File: config.mk
export PLATFORM = sky130hd
export DESIGN_NAME = vedic_pp_accum
export DESIGN_NICKNAME = d
export VERILOG_FILES = /design/src/rtl/vedic_pp_accum.sv
export SDC_FILE = /design/constraint.sdc
export NUM_CORES = 1
export LEC_CHECK = 0
export BUFFER_PORTS_ARGS = -buffer_cell sky130_fd_sc_hd__buf_4
export CORE_MARGIN = 2
export CORE_UTILIZATION = 40
export CTS_BUF_LIST = sky130_fd_sc_hd__clkbuf_8
export CTS_CLUSTER_DIAMETER = 200
export DETAILED_ROUTE_END_ITERATION = 7
export SLEW_MARGIN = 0
export SYNTH_ARGS = -nofsm -noshare
export SYNTH_HDL_FRONTEND = slang
export SYNTH_SLANG_ARGS = --single-unit
export TNS_END_PERCENT = 30
File: constraint.sdc
create_clock -name clk -period 9.5 [get_ports clk]
set_input_delay 1.425 -clock clk [delete_from_list [all_inputs] [get_ports clk]]
set_output_delay 1.425 -clock clk [all_outputs]
set_load 0.005 [all_outputs]
File: src/rtl/vedic_pp_accum.sv
// vedic_pp_accum: final accumulation stage of the Vedic multiplier.
// Combines the four 2W-bit partial products into the 4W-bit product using a
// CHUNK-bit full-adder ripple slice, with a registered carry between chunks.
//
// Handshakes: a transfer happens on a rising edge where valid && ready are
// both high. in_ready is high only in IDLE; out_valid is high only in DONE,
// and out_product stays stable until out_ready completes the transfer.
module vedic_pp_accum #(
  parameter int W     = 16,
  parameter int CHUNK = 8
) (
  input  logic             clk,
  input  logic             rst,
  input  logic             in_valid,
  output logic             in_ready,
  input  logic [2*W-1:0]   q0,
  input  logic [2*W-1:0]   q1,
  input  logic [2*W-1:0]   q2,
  input  logic [2*W-1:0]   q3,
  output logic             out_valid,
  input  logic             out_ready,
  output logic [4*W-1:0]   out_product,
  output logic [1:0]       o_dbg_state
);

  localparam int N_MID = (2 * W) / CHUNK;
  localparam int N_FIN = (3 * W) / CHUNK;
  localparam int IDX_W = $clog2(N_FIN);

  if ((CHUNK <= 0) || ((W % CHUNK) != 0)) begin : g_bad_chunk
    $error("vedic_pp_accum: CHUNK must divide W");
  end

  typedef enum logic [1:0] {
    S_IDLE = 2'd0,
    S_MID  = 2'd1,
    S_FIN  = 2'd2,
    S_DONE = 2'd3
  } state_t;

  state_t             r_state;
  state_t             w_next;
  logic [IDX_W-1:0]   r_idx;
  logic               r_carry;
  logic [2*W-1:0]     r_op1;
  logic [2*W-1:0]     r_op2;
  logic [2*W:0]       r_m;
  logic [4*W-1:0]     r_t;
  logic [4*W-1:0]     r_prod;

  int                 w_base;
  logic [3*W-1:0]     w_m_ext;
  logic [CHUNK-1:0]   w_a;
  logic [CHUNK-1:0]   w_b;
  logic [CHUNK-1:0]   w_sum;
  logic               w_cout;
  logic               w_c;
  logic               w_last_mid;
  logic               w_last_fin;

  assign w_base      = int'(r_idx) * CHUNK;
  // M bits at or above 2W+1 read as zero in the FIN pass.
  assign w_m_ext     = {{(W-1){1'b0}}, r_m};
  assign w_last_mid  = (r_idx == IDX_W'(N_MID - 1));
  assign w_last_fin  = (r_idx == IDX_W'(N_FIN - 1));
  assign out_product = r_prod;
  assign o_dbg_state = r_state;

  // Select slice operands: q1/q2 chunks while forming M, T/M chunks while folding.
  always_comb begin
    w_a = '0;
    w_b = '0;
    if (r_state == S_MID) begin
      w_a = r_op1[w_base +: CHUNK];
      w_b = r_op2[w_base +: CHUNK];
    end else if (r_state == S_FIN) begin
      w_a = r_t[W + w_base +: CHUNK];
      w_b = w_m_ext[w_base +: CHUNK];
    end
  end

  // CHUNK-bit ripple of full-adder cells fed by the registered carry.
  always_comb begin
    w_sum = '0;
    w_c   = r_carry;
    for (int i = 0; i < CHUNK; i++) begin
      w_sum[i] = w_a[i] ^ w_b[i] ^ w_c;
      w_c      = (w_a[i] & w_b[i]) | (w_c & (w_a[i] ^ w_b[i]));
    end
    w_cout = w_c;
  end

  // State register.
  always_ff @(posedge clk or posedge rst) begin
    if (rst) r_state <= S_IDLE;
    else     r_state <= w_next;
  end

  // Next-state and handshake outputs.
  always_comb begin
    w_next    = r_state;
    in_ready  = 1'b0;
    out_valid = 1'b0;
    case (r_state)
      S_IDLE: begin
        in_ready = 1'b1;
        if (in_valid) w_next = S_MID;
      end
      S_MID:  if (w_last_mid) w_next = S_FIN;
      S_FIN:  if (w_last_fin) w_next = S_DONE;
      S_DONE: begin
        out_valid = 1'b1;
        if (out_ready) w_next = S_IDLE;
      end
      default: w_next = S_IDLE;
    endcase
  end

  // Datapath: capture on accept, build M chunk by chunk, then fold M<<W into T.
  always_ff @(posedge clk or posedge rst) begin
    if (rst) begin
      r_idx   <= '0;
      r_carry <= 1'b0;
      r_op1   <= '0;
      r_op2   <= '0;
      r_m     <= '0;
      r_t     <= '0;
      r_prod  <= '0;
    end else begin
      case (r_state)
        S_IDLE: begin
          if (in_valid) begin
            r_op1   <= q1;
            r_op2   <= q2;
            r_t     <= {q3, q0};
            r_m     <= '0;
            r_idx   <= '0;
            r_carry <= 1'b0;
          end
        end
        S_MID: begin
          r_m[w_base +: CHUNK] <= w_sum;
          if (w_last_mid) begin
            r_m[2*W] <= w_cout;
            r_idx    <= '0;
            r_carry  <= 1'b0;
          end else begin
            r_idx    <= r_idx + IDX_W'(1);
            r_carry  <= w_cout;
          end
        end
        S_FIN: begin
          // T[W-1:0] is never written: the low half of q0 passes straight through.
          r_t[W + w_base +: CHUNK] <= w_sum;
          if (w_last_fin) begin
            r_prod  <= {w_sum, r_t[4*W-CHUNK-1:0]};
            r_idx   <= '0;
            r_carry <= 1'b0;
          end else begin
            r_idx   <= r_idx + IDX_W'(1);
            r_carry <= w_cout;
          end
        end
        default: ;
      endcase
    end
  end

  // The product fits in 4W bits, so the last fold can never carry out.
  a_fin_no_carry: assert property (@(posedge clk) disable iff (rst)
    (r_state == S_FIN && w_last_fin) |-> !w_cout);

endmodule
==> metrics.cfg <==
[drt]
vias = 8016
initialDrtViolationCount = 733
wl_per_cell_um = 22.8
firstDrtPassIters = 5
antenna_left = 0
routed_wl_um = 33100
drc = 0
detail_route.vias_per_cell = 5.51

[min_path]
hold_depth = 2
hold_class = reg2reg
min_to = out_product[60]
hold_start = out_product[60]

[clocking]
htree_levels = 2
cts-root-buf = clkbuf_8
clock_sinks = 231
cts_tree = yes
postCtsResizedCells = 0
clk_latency_ns = 0.55
clk_pin_slew_ns = 0.06
hold_buffers = 0
clockBufferDepth = 3
post_cts_buffers = 0
numCtsBuffers = 42

[logic_synthesis]
ys_warn_count = 0
yosysUniqueCellTypes = 60
synth_cells = 846
synthArstFlopShare = 1.00
synth_top_area_share = 0.512
synth_edf_count = 0
synth_common_cells = dfrtp_1, mux2_2, nand2_1
synthFlopType = dfrtp_1
yosys_register_bits = 231
synth.avg_cell_area_sq_um = 13.4
synth.area.top_cells = dfrtp_1, mux2_2, mux4_2, o2bb2ai_1, mux2i_1
netlist_area_sq_mm = 0.0113
synth_largest_area_cell = dfrtp_1
yosysMostFrequentCell = dfrtp_1
syn_nets = 999
ys_seq_area_frac = 0.512

[status]
status = completed

[power]
internal_power_uw = 2790
p_leak_uw = 0.00641
p_sw_uw = 1860
power.share.sequential = 0.347
switching_share = 0.401
peakVddDrop_uv = 117
pwr-share-clk = 0.201
p_per_area_mw_per_mm2 = 335
total_power_uw = 4650
share_comb_of_total_power = 0.452

[grt]
grt-ovfl-total = 0
grt_antenna_before_repair = 2
grt_use_total = 0.227
grt_pass1_vias = 8303
grt_max_degree = 86
grt_pass1_wl_um = 50000

[sta]
period_minus_slack_ns = 5.58
timing.final.hold_violations = 0
rsz0062_at_grt = no
worstMarginPinSlew_ns = 1.05
setup_tns_ns = 0
post-route-period-util = 0.587
skew_ns = 0.0318
setup_viol = 0
timing_max_transition_violations_final = 0
relSlewSlack = 0.298
worst_slack_ns = 3.92
max_freq_mhz = 179

[floorplan]
rows = 61
die_h_um = 172
ios = 200
core_sq_mm = 0.0278
die_w_um = 172
dieArea_sq_mm = 0.0296
start_util = 0.407

[place]
routabilityCongestion = 0.866
portBuffers = 199
dp_hpwl_um = 23100
post-place-ws_ns = 3.97

[critical_path]
worstSetupEndpointType = register
crit_type = reg2reg
critPathLaunchType = register
r2r_cells = 19
reg2reg_to = r_t[31]
worst_ep_required_time_ns = 9.94
worst_ep_arrival_time_ns = 6.01
rr_startpoint = o_dbg_state[0]
rrSetupSlack_ns = 3.92
crit_fanout = 16

[finish]
final_layout_size_suffix_gt1_frac = 0.460
fin_nets = 1200
antenna_cells = 0
areaGrowthSynthToFinish_pct = 23.0

[job]
drv_cap = 0

[state kept, by name, summed over array words and instances (netlist names)]
signal and count:
out_product 64, r_op1 32, r_op2 32, r_idx 3
r_m 33, o_dbg_state 2, r_carry 1, r_t 64
[cell usage in the layout (no fill, tap or decap), types with 5 or more instances in the layout]
cell	netlist	routed
ha_1	13	13
nor2b_1	7	7
a221o_1	8	8
a22o_1	11	11
mux2i_1	35	35
mux4_2	23	23
mux2_2	182	182
buf_4	2	208
o31ai_1	5	5
nand2b_1	12	12
inv_1	15	32
o22ai_1	9	9
fa_1	8	8
a211o_1	5	5
a32oi_1	5	5
o21ai_0	18	18
dfrtp_1	231	229
clkbuf_8	0	48
nor2_1	29	29
nand2_1	61	60
nand4_1	5	5
o2bb2ai_1	48	48
[worst max path at each step]
stage / start / to / slack, ns / depth (start not counted)
after floorplan: rst / o_dbg_state[0] / 1.74 / 1
after global placement: o_dbg_state[0] / r_t[31] / 4.06 / 19
after detailed placement: o_dbg_state[0] / r_t[31] / 3.97 / 19
after CTS: o_dbg_state[0] / r_t[31] / 3.94 / 19
after global routing: o_dbg_state[0] / r_t[63] / 3.64 / 19
final: o_dbg_state[0] / r_t[31] / 3.92 / 19
[power groups by stage]
stage | registers, uW | clock network (uW) | logic (uW)
2_1_floorplan | 1480 | 0 | 1500
3_3_place_gp | 1620 | 0 | 2060
3_5_place_dp | 1620 | 0 | 2090
4_1_cts | 1610 | 961 | 2100
5_1_grt | 1650 | 1010 | 2240
6_report | 1610 | 933 | 2100
[kinds of logic after synthesis]
group | synth area share
buffers and inverters | 0.0308
AND/OR/NAND/NOR | 0.0701
AO/OA/AOI/OAI | 0.0985
adder cells (fa/ha/maj) | 0.0286
flip-flops | 0.512
multiplexers | 0.260
[stage by stage]
step | std cells | hold WS [ns] | utilization | area (sq um)
after floorplan | 846 | 0.443 | - | 11300
after global placement | 1381 | 0.458 | 0.470 | 13100
after detailed placement | 1381 | 0.469 | 0.470 | 13100
after CTS | 1454 | 0.481 | 0.500 | 13900
after global routing | 1454 | 0.497 | 0.500 | 13900
final | 1454 | 0.480 | 0.500 | 13900
[critical path, stage by stage, from the launching register on]
cell       delay, ns
dfrtp_1         0.44
inv_1           0.11
ha_1            0.48
inv_2           0.08
nor3_2          0.84
a211o_1         0.27
fa_1            0.19
fa_1            0.18
fa_1            0.17
inv_1           0.05
fa_1            0.37
fa_1            0.36
inv_1           0.08
fa_1            0.16
inv_1           0.05
fa_1            0.37
fa_1            0.54
nand2b_1        0.32
o2bb2ai_1       0.12
mux2_2          0.27
[layout make-up]
| cell class | instances | area, sq um |
|---|---|---|
| Clock buffer | 48 | 661 |
| Clock inverter | 25 | 163 |
| Sequential cell | 231 | 5780 |
| Fill cell | 2540 | 13900 |
| Tap cell | 378 | 473 |
| Timing Repair Buffer | 208 | 1560 |
| Inverter | 16 | 67.6 |
| Multi-Input combinational cell | 548 | 5180 |
[layer usage]
layer  share of wire  GRT usage
met1            0.43      0.319
met2            0.47      0.350
met3           0.075     0.0510
met4           0.026     0.0712
met5               0          0
(Power assumes the default switching activity.)
